## src/rtl/bcd_scan_counter_pkg.sv

```systemverilog
// Shared types and constants for the four-digit BCD stopwatch counter and its
// multiplexed digit scanner.
package bcd_scan_counter_pkg;

   typedef enum logic [1:0] {
      ST_IDLE  = 2'd0,
      ST_RUN   = 2'd1,
      ST_PAUSE = 2'd2
   } state_e;

   localparam int NUM_DIGITS = 4;
   localparam int BCD_W      = 4;
   localparam int SCAN_IDX_W = $clog2(NUM_DIGITS);

   localparam logic [NUM_DIGITS-1:0] DIG_SEL_RESET = 4'b1110;

   typedef logic [BCD_W-1:0] bcd_t;

   // Active-low one-hot enable for the digit at position idx (0 = ones).
   function automatic logic [NUM_DIGITS-1:0] dig_sel_of(input logic [SCAN_IDX_W-1:0] idx);
      return ~(NUM_DIGITS'(1) << idx);
   endfunction

endpackage

```

## src/rtl/bcd_scan_counter_if.sv

```systemverilog
// Control inputs and display outputs of the BCD scan counter, bundled so the
// counter and whatever drives it share one port list.
interface bcd_scan_counter_if;
   import bcd_scan_counter_pkg::*;

   logic                  start_stop;
   logic                  clear;
   bcd_t                  num;
   logic [NUM_DIGITS-1:0] dig_sel;
   logic                  running;
   logic                  overflow;

   modport master (
      output start_stop,
      output clear,
      input  num,
      input  dig_sel,
      input  running,
      input  overflow
   );

   modport slave (
      input  start_stop,
      input  clear,
      output num,
      output dig_sel,
      output running,
      output overflow
   );

endinterface

```

## src/rtl/bcd_scan_counter_digit.sv

```systemverilog
// One decade of the BCD counter: counts 0..9 on inc and emits a carry on the
// increment that wraps it back to 0.
module bcd_digit
   import bcd_scan_counter_pkg::*;
(
   input  logic clk,
   input  logic rst_n,
   input  logic clr,
   input  logic inc,
   output bcd_t digit,
   output logic carry
);

   localparam bcd_t BCD_MAX = BCD_W'(9);

   bcd_t digit_q;
   bcd_t digit_d;

   assign carry = inc & (digit_q == BCD_MAX);

   always_comb begin
      digit_d = digit_q;
      if (clr) begin
         digit_d = '0;
      end else if (inc) begin
         digit_d = (digit_q == BCD_MAX) ? '0 : digit_q + BCD_W'(1);
      end
   end

   // NOTE: state registers use non-blocking assignment so every flop samples
   // the pre-edge values of its neighbours, regardless of block ordering.
   always_ff @(posedge clk) begin
      if (!rst_n) begin
         digit_q <= '0;
      end else begin
         digit_q <= digit_d;
      end
   end

   assign digit = digit_q;

endmodule

```

## src/rtl/bcd_scan_counter.sv

```systemverilog
// Four-digit BCD stopwatch with start/stop/clear control and a free-running
// scanner presenting one registered digit per scan slot for a 7-seg decoder.
module bcd_scan_counter
   import bcd_scan_counter_pkg::*;
#(
   parameter int TICK_DIV = 50_000_000,
   parameter int SCAN_DIV = 50_000
) (
   input  logic               clk,
   input  logic               rst_n,
   bcd_scan_counter_if.slave  bus
);

   localparam int TICK_W = (TICK_DIV > 1) ? $clog2(TICK_DIV) : 1;
   localparam int SCAN_W = (SCAN_DIV > 1) ? $clog2(SCAN_DIV) : 1;

   localparam logic [TICK_W-1:0] TICK_LAST = TICK_W'(TICK_DIV - 1);
   localparam logic [SCAN_W-1:0] SCAN_LAST = SCAN_W'(SCAN_DIV - 1);

   // Control path
   logic                    ss_q;
   logic                    req;
   state_e                  state_q;
   state_e                  state_d;
   logic                    running_q;
   logic [TICK_W-1:0]       presc_q;
   logic [TICK_W-1:0]       presc_d;
   logic                    tick;

   // Count chain
   logic [NUM_DIGITS-1:0]             inc;
   logic [NUM_DIGITS-1:0]             carry;
   logic [NUM_DIGITS-1:0][BCD_W-1:0]  digits;
   logic                              overflow_q;

   // Scanner
   logic [SCAN_W-1:0]       scan_cnt_q;
   logic [SCAN_W-1:0]       scan_cnt_d;
   logic [SCAN_IDX_W-1:0]   scan_idx_q;
   logic [SCAN_IDX_W-1:0]   scan_idx_d;
   bcd_t                    num_q;
   logic [NUM_DIGITS-1:0]   dig_sel_q;

   assign req = bus.start_stop & ~ss_q;

   // NOTE: every variable gets a default at the top of always_comb so no
   // path leaves it unassigned, which would otherwise infer a latch.
   always_comb begin
      state_d = state_q;
      case (state_q)
         ST_RUN:   if (req) state_d = ST_PAUSE;
         ST_PAUSE: if (req) state_d = ST_RUN;
         default:  state_d = req ? ST_RUN : ST_IDLE;
      endcase
      if (bus.clear) begin
         state_d = ST_IDLE;
      end
   end

   always_comb begin
      presc_d = presc_q;
      tick    = 1'b0;
      if (bus.clear) begin
         presc_d = '0;
      end else if (state_q == ST_RUN) begin
         if (presc_q == TICK_LAST) begin
            presc_d = '0;
            tick    = 1'b1;
         end else begin
            presc_d = presc_q + TICK_W'(1);
         end
      end
   end

   assign inc[0] = tick;

   for (genvar i = 0; i < NUM_DIGITS; i++) begin : g_digit
      bcd_digit u_digit (
         .clk   (clk),
         .rst_n (rst_n),
         .clr   (bus.clear),
         .inc   (inc[i]),
         .digit (digits[i]),
         .carry (carry[i])
      );
      if (i < NUM_DIGITS - 1) begin : g_chain
         assign inc[i+1] = carry[i];
      end
   end

   always_comb begin
      scan_cnt_d = scan_cnt_q + SCAN_W'(1);
      scan_idx_d = scan_idx_q;
      if (scan_cnt_q == SCAN_LAST) begin
         scan_cnt_d = '0;
         scan_idx_d = scan_idx_q + SCAN_IDX_W'(1);
      end
   end

   // num is taken from the pre-edge count at the slot being selected, so it
   // always matches dig_sel and lags a count change by at most one edge.
   always_ff @(posedge clk) begin
      if (!rst_n) begin
         ss_q       <= 1'b0;
         state_q    <= ST_IDLE;
         running_q  <= 1'b0;
         presc_q    <= '0;
         overflow_q <= 1'b0;
         scan_cnt_q <= '0;
         scan_idx_q <= '0;
         num_q      <= '0;
         dig_sel_q  <= DIG_SEL_RESET;
      end else begin
         ss_q       <= bus.start_stop;
         state_q    <= state_d;
         running_q  <= (state_d == ST_RUN);
         presc_q    <= presc_d;
         overflow_q <= carry[NUM_DIGITS-1];
         scan_cnt_q <= scan_cnt_d;
         scan_idx_q <= scan_idx_d;
         num_q      <= digits[scan_idx_d];
         dig_sel_q  <= dig_sel_of(scan_idx_d);
      end
   end

   assign bus.num      = num_q;
   assign bus.dig_sel  = dig_sel_q;
   assign bus.running  = running_q;
   assign bus.overflow = overflow_q;

endmodule

```

## src/flat_wrapper.sv

```systemverilog
// flat-port wrapper written by rule: the top's interface ports become plain ports
module bcd_scan_counter_flat import bcd_scan_counter_pkg::*;
#(
   parameter int TICK_DIV = 50_000_000,
   parameter int SCAN_DIV = 50_000
)
  (clk, rst_n, bus_start_stop, bus_clear, bus_num, bus_dig_sel, bus_running, bus_overflow);
  bcd_scan_counter_if bus_i ();
  input  logic clk;
  input  logic rst_n;
  input wire logic [$bits(bus_i.start_stop)-1:0] bus_start_stop;
  input wire logic [$bits(bus_i.clear)-1:0] bus_clear;
  output wire logic [$bits(bus_i.num)-1:0] bus_num;
  output wire logic [$bits(bus_i.dig_sel)-1:0] bus_dig_sel;
  output wire logic [$bits(bus_i.running)-1:0] bus_running;
  output wire logic [$bits(bus_i.overflow)-1:0] bus_overflow;
  assign bus_i.start_stop = bus_start_stop;
  assign bus_i.clear = bus_clear;
  assign bus_num = bus_i.num;
  assign bus_dig_sel = bus_i.dig_sel;
  assign bus_running = bus_i.running;
  assign bus_overflow = bus_i.overflow;
  bcd_scan_counter #(.TICK_DIV(TICK_DIV), .SCAN_DIV(SCAN_DIV)) u_core (.clk(clk), .rst_n(rst_n), .bus(bus_i));
endmodule
```

## config.mk

```make
export PLATFORM = sky130hd
export DESIGN_NAME = bcd_scan_counter_flat
export DESIGN_NICKNAME = d
export VERILOG_FILES = /design/src/rtl/bcd_scan_counter_pkg.sv /design/src/rtl/bcd_scan_counter_if.sv /design/src/rtl/bcd_scan_counter_digit.sv /design/src/rtl/bcd_scan_counter.sv /design/src/flat_wrapper.sv
export SDC_FILE = /design/constraint.sdc
export NUM_CORES = 1
export LEC_CHECK = 0
export CAP_MARGIN = 25
export CORE_UTILIZATION = 50
export CTS_BUF_LIST = sky130_fd_sc_hd__clkbuf_8
export DETAILED_ROUTE_END_ITERATION = 16
export GPL_TIMING_DRIVEN = 1
export PLACE_DENSITY = 0.67
export SLEW_MARGIN = 15
export SYNTH_ARGS = -nofsm -noshare
export SYNTH_HDL_FRONTEND = slang
export SYNTH_SLANG_ARGS = --single-unit
```

## constraint.sdc

```tcl
create_clock -name clk -period 3.8 [get_ports clk]
set_clock_uncertainty 0.15 [all_clocks]
set_input_delay 0.95 -clock clk [delete_from_list [all_inputs] [get_ports clk]]
set_output_delay 0.95 -clock clk [all_outputs]
set_load 0.1 [all_outputs]
```

==> results.json <==
{
  "finalWorstSetupSlack_ns": 0.889,
  "power.leakage_nw": 1.27,
  "drt_first_pass_iters": 10,
  "clkLatencyLatePin_ns": 0.35,
  "pin_count": 14,
  "min_period_ns": 2.91,
  "cts_tree": "done",
  "grt_setup_unrepaired": "no",
  "drc_errors": 6,
  "die_h_um": 84.4,
  "fmax_mhz": 344,
  "ys_seq_elements": 73,
  "crit_fanout": 1,
  "layout_commonest_cell": "dfxtp_1",
  "synth_flop_cell": "dfxtp_1",
  "worstSetupPathType": "reg -> out",
  "grt_pass1_vias": 2439,
  "status": "finished, violations left",
  "antenna_found_initial": 0,
  "dp_slack_ns": 0.940,
  "wl_per_cell_um": 13.5,
  "root_buffer": "clkbuf_8",
  "clk_pin_slew_worst_paths_ns": 0.07,
  "start_kind": "flip-flop",
  "final_cell_mix": "dfxtp_1, nor2_1, xnor2_1",
  "final_nets": 412,
  "grt_first_pass_wirelength_mm": 11.3,
  "hold_viol": 0,
  "synth_nets": 398,
  "place_congestion": 0.788,
  "reg2reg_to": "u_core.g_digit[1].u_digit.digit[3]",
  "reg2reg_setup_slack_ns": 0.90,
  "grtUsageTotal_pct": 20.0,
  "core_area_um2": 6460,
  "peakVddDrop_uv": 244,
  "cts_resized": 0,
  "hpwl_mm": 4.45,
  "cts_buffer_depth": 2,
  "drv_slew": 0,
  "crit_end": "bus_running",
  "slew_headroom_pct": 35.3,
  "crit_arrival_ns": 1.81,
  "async_reset_ff_share_pct": 0,
  "violations": "design-rule violations",
  "fin_crit_sh_pct": 76.6,
  "powerDensity_nw_per_um2": 382,
  "routed-via-count": 2694,
  "timing.rr.start": "u_core.state_q[1]",
  "critPathLaunch": "u_core.bus.running",
  "grt_max_degree": 26,
  "path_depth": 1,
  "slowest_stage": "clkdlybuf4s50_1",
  "die-area_um2": 7120,
  "instances_no_fill": 485,
  "maxCapViolCount": 0,
  "dp.cells": 470,
  "syn_to_final_growth_pct": 12.4,
  "cp-end-kind": "output pin",
  "n_antenna_cell": 0,
  "synth_cells": 390,
  "worst_path_largest_cell_delay_ns": 1.13,
  "cts_setup_buffers": 0,
  "synth_edf_count": 0,
  "reg2regPathDepth": 7,
  "cp_num_buf_inv": 1,
  "fin_tns_setup_ns": 0,
  "syn_avg_cell_area_um2": 8.70,
  "ant_nets": 0,
  "worstPathCellList": "clkdlybuf4s50_1",
  "syn_area_um2": 3390,
  "seq_area_frac_synth_pct": 43.1,
  "yosysWarnings": 0,
  "overflow": 0,
  "cts_max_level": 3,
  "path_delay_family": "buffers and inverters",
  "num_rows": 29,
  "worst_slew_pin_slew_ns": 0.967,
  "cts_buffers": 9,
  "wl_mm": 6.56,
  "hold_buffers": 0,
  "port_buffers": 13,
  "vias_per_cell": 5.55,
  "ys_types": 47,
  "drive_gt1_share_pct": 5.39,
  "die_w_um": 84.4,
  "setup_violations": 0,
  "initial_core_util_pct": 52.5,
  "dr.first_iter.drc_count": 127,
  "crit_required_ns": 2.70,
  "min_path_type": "reg -> reg",
  "cts_sinks": 73
}
-- layout make-up --
class / instances / area [um^2]
fillers: 596 / 2650
multi-input cells: 291 / 1830
flip-flops and latches: 73 / 1460
repair buffers: 19 / 175
clock buffers: 10 / 138
well taps: 77 / 96.3
clock inverters: 5 / 72.6
inverters: 10 / 37.5
-- Yosys cell counts, drive strengths merged (8+ instances only) --
master | instances | share of area, %
nor2b | 8 | 1.5
nand2 | 28 | 3.1
nor3 | 12 | 1.8
nor2 | 56 | 6.2
a21oi | 11 | 1.6
clkbuf | 15 | 1.7
dfxtp | 73 | 43
nor4 | 8 | 1.5
mux2i | 10 | 3.0
xor2 | 14 | 3.6
nand3 | 23 | 3.4
nand2b | 11 | 2.0
xnor2 | 29 | 7.5
inv | 10 | 1.1
nand4 | 8 | 1.5
and3 | 8 | 1.5
-- registers in the layout, summed over array words and instances, names as in the netlist --
name and cells:
u_core.bus.num 4, u_core.state_q 2, u_core.bus.running 1, u_core.bus.dig_sel 4
u_core.g_digit.u_digit.digit 16, u_core.scan_cnt_q 16, u_core.presc_q 26, u_core.ss_q 1
u_core.bus.overflow 1, u_core.scan_idx_q 2
-- per-layer routing --
| layer | up-vias | global-route usage (%) | share of wire (%) | routed length (um) |
|---|---|---|---|---|
| met5 | - | 0 | 0 | 0 |
| met4 | 0 | 6.47 | 1.1 | 71 |
| met1 | 1267 | 25.9 | 50 | 3300 |
| met3 | 7 | 6.49 | 3.6 | 239 |
| met2 | 34 | 31.7 | 45 | 2950 |
| li1 | 1386 | - | - | - |
-- power breakdown --
group          internal (mW)  total, mW  switching (mW)
logic                 0.0126     0.0368          0.0242
registers              0.769      0.773         0.00372
clock network          0.378      0.647           0.269
-- how the worst min path moves through the flow --
stage	from	end	slack, ns	cells past startpoint
2_1_floorplan	u_core.scan_cnt_q[0]	u_core.scan_cnt_q[0]	0.29	1
3_3_place_gp	u_core.scan_cnt_q[0]	u_core.scan_cnt_q[0]	0.31	1
3_5_place_dp	u_core.scan_cnt_q[0]	u_core.scan_cnt_q[0]	0.32	1
4_1_cts	u_core.scan_cnt_q[0]	u_core.scan_cnt_q[0]	0.33	1
5_1_grt	u_core.scan_cnt_q[0]	u_core.scan_cnt_q[0]	0.35	1
6_report	u_core.scan_cnt_q[0]	u_core.scan_cnt_q[0]	0.33	1
-- cell families after synthesis --
| kind of cell | Yosys count | share of synthesized area [%] |
|---|---|---|
| muxes | 10 | 2.95 |
| and+or+nand+nor | 194 | 30.1 |
| xor gates and xnor gates | 43 | 11.1 |
| AOI/OAI and AO/OA | 40 | 8.41 |
| buffers and inverters | 26 | 2.91 |
| DFF | 73 | 43.1 |
| adders and majority gates | 4 | 1.48 |
-- metrics by stage --
stage / hold slack, ns / utilization [%] / instance area (um^2) / total power, mW
2_1_floorplan: 0.291 / - / 3390 / 0.814
3_3_place_gp: 0.310 / 55.8 / 3600 / 0.827
3_5_place_dp: 0.317 / 55.8 / 3600 / 0.828
4_1_cts: 0.334 / 59.0 / 3810 / 1.48
5_1_grt: 0.350 / 59.0 / 3810 / 1.51
6_report: 0.327 / 59.0 / 3810 / 1.46
Note: power is estimated with default switching activity, not from simulation.
